<file path="config.mk">
export PLATFORM = sky130hd
export DESIGN_NAME = instr_encoder_loader_flat
export DESIGN_NICKNAME = d
export VERILOG_FILES = /design/src/rtl/instr_encoder_loader_if.sv /design/src/rtl/instr_encoder_loader.sv /design/src/flat_wrapper.sv
export SDC_FILE = /design/constraint.sdc
export NUM_CORES = 1
export LEC_CHECK = 0
export BUFFER_PORTS_ARGS = -buffer_cell sky130_fd_sc_hd__buf_2
export CORE_MARGIN = 2
export CORE_UTILIZATION = 45
export CTS_CLUSTER_SIZE = 25
export DETAILED_ROUTE_END_ITERATION = 10
export HOLD_SLACK_MARGIN = 0.15
export PLACE_DENSITY = 0.7
export SETUP_SLACK_MARGIN = 0.2
export SLEW_MARGIN = 20
export SYNTH_ARGS = -nofsm -noshare
export SYNTH_HDL_FRONTEND = slang
export SYNTH_SLANG_ARGS = --single-unit
export TNS_END_PERCENT = 30
</file>
<file path="constraint.sdc">
create_clock -name clk -period 2.2 [get_ports clk]
set_input_delay 0.44 -clock clk [delete_from_list [all_inputs] [get_ports clk]]
set_output_delay 0.44 -clock clk [all_outputs]
set_load 0.02 [all_outputs]
</file>
<file path="src/rtl/instr_encoder_loader_if.sv">
// Instruction-field channel from the boot host into the encoder/loader.
// The host drives the fields and valid/last; the loader answers with ready.
interface instr_encoder_loader_if;
    logic        in_valid;
    logic        in_ready;
    logic        in_last;
    logic [4:0]  mnem;
    logic [4:0]  rs;
    logic [4:0]  rt;
    logic [4:0]  shamt;
    logic [25:0] imm;

    modport master (output in_valid, in_last, mnem, rs, rt, shamt, imm,
                    input  in_ready);
    modport slave  (input  in_valid, in_last, mnem, rs, rt, shamt, imm,
                    output in_ready);
endinterface

</file>
<file path="src/rtl/instr_encoder_loader.sv">
// Encodes mnemonic-level fields into KGP-miniRISC words and writes them
// sequentially into instruction memory, one word per two cycles.
module instr_encoder_loader #(
    parameter int unsigned ADDR_W = 10
) (
    input  logic                   clk,
    input  logic                   rst,
    input  logic                   load_start,
    instr_encoder_loader_if.slave  instr,
    output logic                   imem_we,
    output logic [ADDR_W-1:0]      imem_addr,
    output logic [31:0]            imem_wdata,
    output logic                   load_done,
    output logic [ADDR_W:0]        word_count,
    output logic                   err_illegal,
    output logic                   err_full
);

    typedef enum logic [1:0] {IDLE, LOAD, WRITE, DONE} state_t;
    typedef enum logic [2:0] {F_R, F_RI, F_RRI, F_BR, F_J} fmt_t;

    state_t      state;
    logic        last_q;
    logic [5:0]  op;
    logic [5:0]  func;
    fmt_t        fmt;
    logic        legal;
    logic [31:0] enc_word;

    always_comb begin
        op    = '0;
        func  = '0;
        fmt   = F_R;
        legal = 1'b1;
        case (instr.mnem)
            5'd0:  begin op = 6'd0;  func = 6'd0; fmt = F_R;   end
            5'd1:  begin op = 6'd0;  func = 6'd1; fmt = F_R;   end
            5'd2:  begin op = 6'd1;  fmt = F_RI;  end
            5'd3:  begin op = 6'd2;  fmt = F_RI;  end
            5'd4:  begin op = 6'd3;  func = 6'd0; fmt = F_R;   end
            5'd5:  begin op = 6'd3;  func = 6'd1; fmt = F_R;   end
            5'd6:  begin op = 6'd4;  func = 6'd0; fmt = F_R;   end
            5'd7:  begin op = 6'd4;  func = 6'd1; fmt = F_R;   end
            5'd8:  begin op = 6'd4;  func = 6'd2; fmt = F_R;   end
            5'd9:  begin op = 6'd4;  func = 6'd3; fmt = F_R;   end
            5'd10: begin op = 6'd4;  func = 6'd4; fmt = F_R;   end
            5'd11: begin op = 6'd4;  func = 6'd5; fmt = F_R;   end
            5'd12: begin op = 6'd5;  fmt = F_RRI; end
            5'd13: begin op = 6'd6;  fmt = F_RRI; end
            5'd14: begin op = 6'd7;  fmt = F_RI;  end
            5'd15: begin op = 6'd8;  fmt = F_RI;  end
            5'd16: begin op = 6'd9;  fmt = F_RI;  end
            5'd17: begin op = 6'd10; fmt = F_BR;  end
            5'd18: begin op = 6'd11; fmt = F_J;   end
            5'd19: begin op = 6'd12; fmt = F_J;   end
            5'd20: begin op = 6'd13; fmt = F_J;   end
            5'd21: begin op = 6'd14; fmt = F_J;   end
            5'd22: begin op = 6'd15; func = 6'd0; fmt = F_R;   end
            default: legal = 1'b0;
        endcase
    end

    always_comb begin
        enc_word = '0;
        case (fmt)
            F_R:     enc_word = {op, instr.rs, instr.rt, instr.shamt, 5'd0, func};
            F_RI:    enc_word = {op, instr.rs, 5'd0, instr.imm[15:0]};
            F_RRI:   enc_word = {op, instr.rs, instr.rt, instr.imm[15:0]};
            F_BR:    enc_word = {op, instr.rs, 21'd0};
            F_J:     enc_word = {op, instr.imm};
            default: enc_word = '0;
        endcase
    end

    // Full is word_count == 2^ADDR_W; the count never exceeds that, so the MSB suffices.
    always_ff @(posedge clk) begin
        if (!rst) begin
            state       <= IDLE;
            last_q      <= 1'b0;
            instr.in_ready <= 1'b0;
            imem_we     <= 1'b0;
            imem_addr   <= '0;
            imem_wdata  <= '0;
            load_done   <= 1'b0;
            word_count  <= '0;
            err_illegal <= 1'b0;
            err_full    <= 1'b0;
        end else begin
            case (state)
                IDLE: begin
                    load_done <= 1'b0;
                    if (load_start) begin
                        state          <= LOAD;
                        instr.in_ready <= 1'b1;
                        imem_addr      <= '0;
                        word_count     <= '0;
                        err_illegal    <= 1'b0;
                        err_full       <= 1'b0;
                    end
                end
                LOAD: begin
                    if (instr.in_valid) begin
                        if (!legal || word_count[ADDR_W]) begin
                            if (!legal) err_illegal <= 1'b1;
                            else        err_full    <= 1'b1;
                            if (instr.in_last) begin
                                state          <= DONE;
                                instr.in_ready <= 1'b0;
                                load_done      <= 1'b1;
                            end
                        end else begin
                            state          <= WRITE;
                            instr.in_ready <= 1'b0;
                            imem_we        <= 1'b1;
                            imem_wdata     <= enc_word;
                            last_q         <= instr.in_last;
                        end
                    end
                end
                WRITE: begin
                    imem_we    <= 1'b0;
                    word_count <= word_count + 1'b1;
                    // Hold the address at the top word rather than wrapping to 0.
                    if (imem_addr != '1) imem_addr <= imem_addr + 1'b1;
                    if (last_q) begin
                        state     <= DONE;
                        load_done <= 1'b1;
                    end else begin
                        state          <= LOAD;
                        instr.in_ready <= 1'b1;
                    end
                end
                DONE: begin
                    load_done <= 1'b0;
                    state     <= IDLE;
                end
                default: state <= IDLE;
            endcase
        end
    end

endmodule

</file>
<file path="src/flat_wrapper.sv">
// flat-port wrapper written by rule: the top's interface ports become plain ports
module instr_encoder_loader_flat 
#(
    parameter int unsigned ADDR_W = 10
)
  (clk, rst, load_start, imem_we, imem_addr, imem_wdata, load_done, word_count, err_illegal, err_full, instr_in_valid, instr_in_last, instr_mnem, instr_rs, instr_rt, instr_shamt, instr_imm, instr_in_ready);
  instr_encoder_loader_if instr_i ();
  input  logic clk;
  input  logic rst;
  input  logic load_start;
  output logic imem_we;
  output logic [ADDR_W-1:0] imem_addr;
  output logic [31:0] imem_wdata;
  output logic load_done;
  output logic [ADDR_W:0] word_count;
  output logic err_illegal;
  output logic err_full;
  input wire logic [$bits(instr_i.in_valid)-1:0] instr_in_valid;
  input wire logic [$bits(instr_i.in_last)-1:0] instr_in_last;
  input wire logic [$bits(instr_i.mnem)-1:0] instr_mnem;
  input wire logic [$bits(instr_i.rs)-1:0] instr_rs;
  input wire logic [$bits(instr_i.rt)-1:0] instr_rt;
  input wire logic [$bits(instr_i.shamt)-1:0] instr_shamt;
  input wire logic [$bits(instr_i.imm)-1:0] instr_imm;
  output wire logic [$bits(instr_i.in_ready)-1:0] instr_in_ready;
  assign instr_i.in_valid = instr_in_valid;
  assign instr_i.in_last = instr_in_last;
  assign instr_i.mnem = instr_mnem;
  assign instr_i.rs = instr_rs;
  assign instr_i.rt = instr_rt;
  assign instr_i.shamt = instr_shamt;
  assign instr_i.imm = instr_imm;
  assign instr_in_ready = instr_i.in_ready;
  instr_encoder_loader #(.ADDR_W(ADDR_W)) u_core (.clk(clk), .rst(rst), .load_start(load_start), .instr(instr_i), .imem_we(imem_we), .imem_addr(imem_addr), .imem_wdata(imem_wdata), .load_done(load_done), .word_count(word_count), .err_illegal(err_illegal), .err_full(err_full));
endmodule
</file>
==> impl_metrics.toml <==
[timing]
maxClockFrequency_mhz = 505
final.min_clock_period_ps = 1980
setup_tns_ps = 0
drv_slew = 0
worst_pin_slew_ps = 734
final-setup-viol-count = 0
rsz0062_at_grt = "yes"
slew_headroom_pct = 50.7
fin_worst_skew_ps = 11.3
layout_setup_ws_ps = 219
hold_viol_final = 0
final.period_utilization_pct = 90.1

[clocking]
cts_buffers = 9
cts-root-buf = "clkbuf_8"
tritoncts = "built"
clock_sinks = 59
worstSkewPairLatency_ps = 340
cts_buffer_depth = 2
h-tree-depth = 3
clk_pin_slew_worst_paths_ps = 80
postCtsHoldBufs = 0

[critical_path]
critPathMaxFanout = 13
critPathCaptureType = "flip-flop"
regToRegSetupSlack_ps = 220
timing.rr.end = "u_core.imem_addr[0]"
critical_path_required_ps = 2460
worst_ep_arrival_time_ps = 2240
reg2reg_depth = 6
path_class = "reg2reg"
r2r-start = "u_core.state[0]"
start_kind = "flip-flop"

[die]
die_w_um = 87.6
die_y_um = 87.6
io_pins = 109
start_util_pct = 46.3
dieArea_um2 = 7680
core-area_um2 = 6790
num_rows = 30

[placed_design]
dp_hpwl_um = 5790
gp_congestion = 0.863
place_ws_ps = -64.6
portBuffers = 106

[outcome]
outcome = "complete, no violations"

[route]
wirelength_um = 8160
drcViolationCount = 0
ant_nets = 0
wl_per_cell_um = 13.8
drt-initial-drc-count = 143
drtPass1Iterations = 4
vias_per_cell = 5.56
via_count = 3282

[synthesis]
synth_ff_type = "dfxtp_1"
ys_warn_count = 0
syn_avg_cell_area_um2 = 8.20
async_flop_share_pct = 0
synth.lib_cells_used.distinct = 55
synth_edf_count = 0
ys_seq_elements = 59
synth-seq-area-share_pct = 37.5
synth_area_um2 = 3150
syn_inst = 384

[hold_path]
min_from = "instr_imm[6]"
hold_end = "u_core.imem_wdata[6]"
hp-class = "in2reg"
min_path_cells = 3

[final_layout]
drive_gt1_share_pct = 30.2
regArea_um2 = 1180
layout_common_cells = "buf_2 (106), dfxtp_1 (59), a21oi_1 (37)"
final_nets = 546
area_growth_pct = 28.4
final_common_cell = "buf_2"
antennaDiodeCount = 0
multi_input_area_um2 = 1800
fillers = 632

[pwr]
power_density_nw_per_um2 = 881
p_leak_uw = 0.00173
ir_drop_v = 0.000405

[global_routing]
grtUsageTotal_pct = 21.6
overflow = 0
grt_max_degree = 46
antenna_found_initial = 0
first_global_vias = 2956
grt_pass1_wl_um = 13400

[job]
cap_viol_max_count = 0
## final cells by class
type                            count  area share (%)
Clock inverter                      6            2.20
Clock buffer                       10            3.41
Inverter                            9           0.836
Timing Repair Buffer              122            16.7
Multi-Input combinational cell    288            44.6
Sequential cell                    59            29.2
Tap cell                           96            2.97
## flip-flops by register name, summed over array words and instances (netlist names)
register               cells
u_core.imem_wdata         30
u_core.word_count         11
u_core.imem_addr          10
u_core.state               2
u_core.err_full            1
u_core.err_illegal         1
u_core.imem_we             1
u_core.instr.in_ready      1
u_core.last_q              1
u_core.load_done           1
## worst max-delay path: stages (launching register included)
cell and delay, ps:
dfxtp_1 400, inv_1 100, ha_1 300, mux2_4 310, o31ai_2 180, or3b_2 500
a21oi_1 120
## where the power goes
| group | total [uW] | switching [uW] | internal (uW) |
|---|---|---|---|
| combinational | 1130 | 689 | 440 |
| sequential | 1300 | 88.6 | 1210 |
| clock | 1130 | 464 | 668 |
| total | 3560 | 1240 | 2320 |
## cell families (layout without fill, tap and decap cells)
group	Yosys count	in the layout	synth area share, %
buffers and inverters	38	147	5.45
multiplexers	13	13	4.37
AND/OR/NAND/NOR	134	134	22.8
other	1	2	0.119
AO/OA/AOI/OAI	124	124	24.9
flip-flops	59	59	37.5
adder cells (fa/ha/maj)	6	6	2.38
XOR/XNOR	9	9	2.50
## synth_stat cells, types with 5 or more instances
cell      instances  area [um2]
nor3_1            6        30.0
inv_1             9        33.8
o21ai_1           6        30.0
o22ai_1           9        56.3
ha_1              6        75.1
clkbuf_1         14        52.6
a21oi_1          37         185
nand4b_1         10        87.6
dfxtp_1          59        1180
o21ai_0          21         105
nand2b_1          8        50.1
xor2_1            5        43.8
nand2_1          34         128
o31ai_1           7        52.6
nor2_1           21        78.8
a31oi_1          13        81.3
a211oi_1          5        37.5
buf_2             8        40.0
nand3_1          24         120
nand4_1           6        37.5
mux2i_1          10         100
buf_4             5        37.5
## per-stage QoR
| stage | total power [uW] | std cells | hold WS (ps) | cell area, um2 | utilization [%] |
|---|---|---|---|---|---|
| floorplan | 2070 | 385 | 485 | 3150 | - |
| global placement | 2430 | 574 | 445 | 3810 | 56.1 |
| detailed placement | 2440 | 574 | 452 | 3810 | 56.1 |
| CTS | 3590 | 590 | 336 | 4040 | 59.5 |
| global route | 3760 | 590 | 353 | 4040 | 59.5 |
| finish | 3560 | 590 | 347 | 4040 | 59.5 |
## worst max path at each step
stage                              startpoint                    end  slack [ps]  depth (start not counted)
after detailed placement  u_core.imem_addr[0]    u_core.imem_addr[3]         -60                          5
after CTS                     u_core.state[0]  u_core.word_count[10]         210                          6
after global routing      u_core.imem_addr[0]    u_core.imem_addr[2]          30                          5
after floorplan               u_core.state[0]    u_core.imem_addr[0]         280                          8
after global placement    u_core.imem_addr[0]    u_core.imem_addr[0]          10                          5
final                         u_core.state[0]    u_core.imem_addr[0]         220                          6
## layer usage
layer  global-route usage (%)  up-vias  share of wire (%)
met5                        0        -                  0
met4                     8.81        0                1.3
met3                     6.69       14                7.1
met2                     35.1      119                 47
met1                     26.8     1511                 44
li1                         -     1638                  -
## what timing repair did
action,CTS,global route
pin swaps,0,0
buffers inserted,0,0
setup endpoints to repair,8,9
resized for setup,1,0
Note: power is estimated with default switching activity, not from simulation.
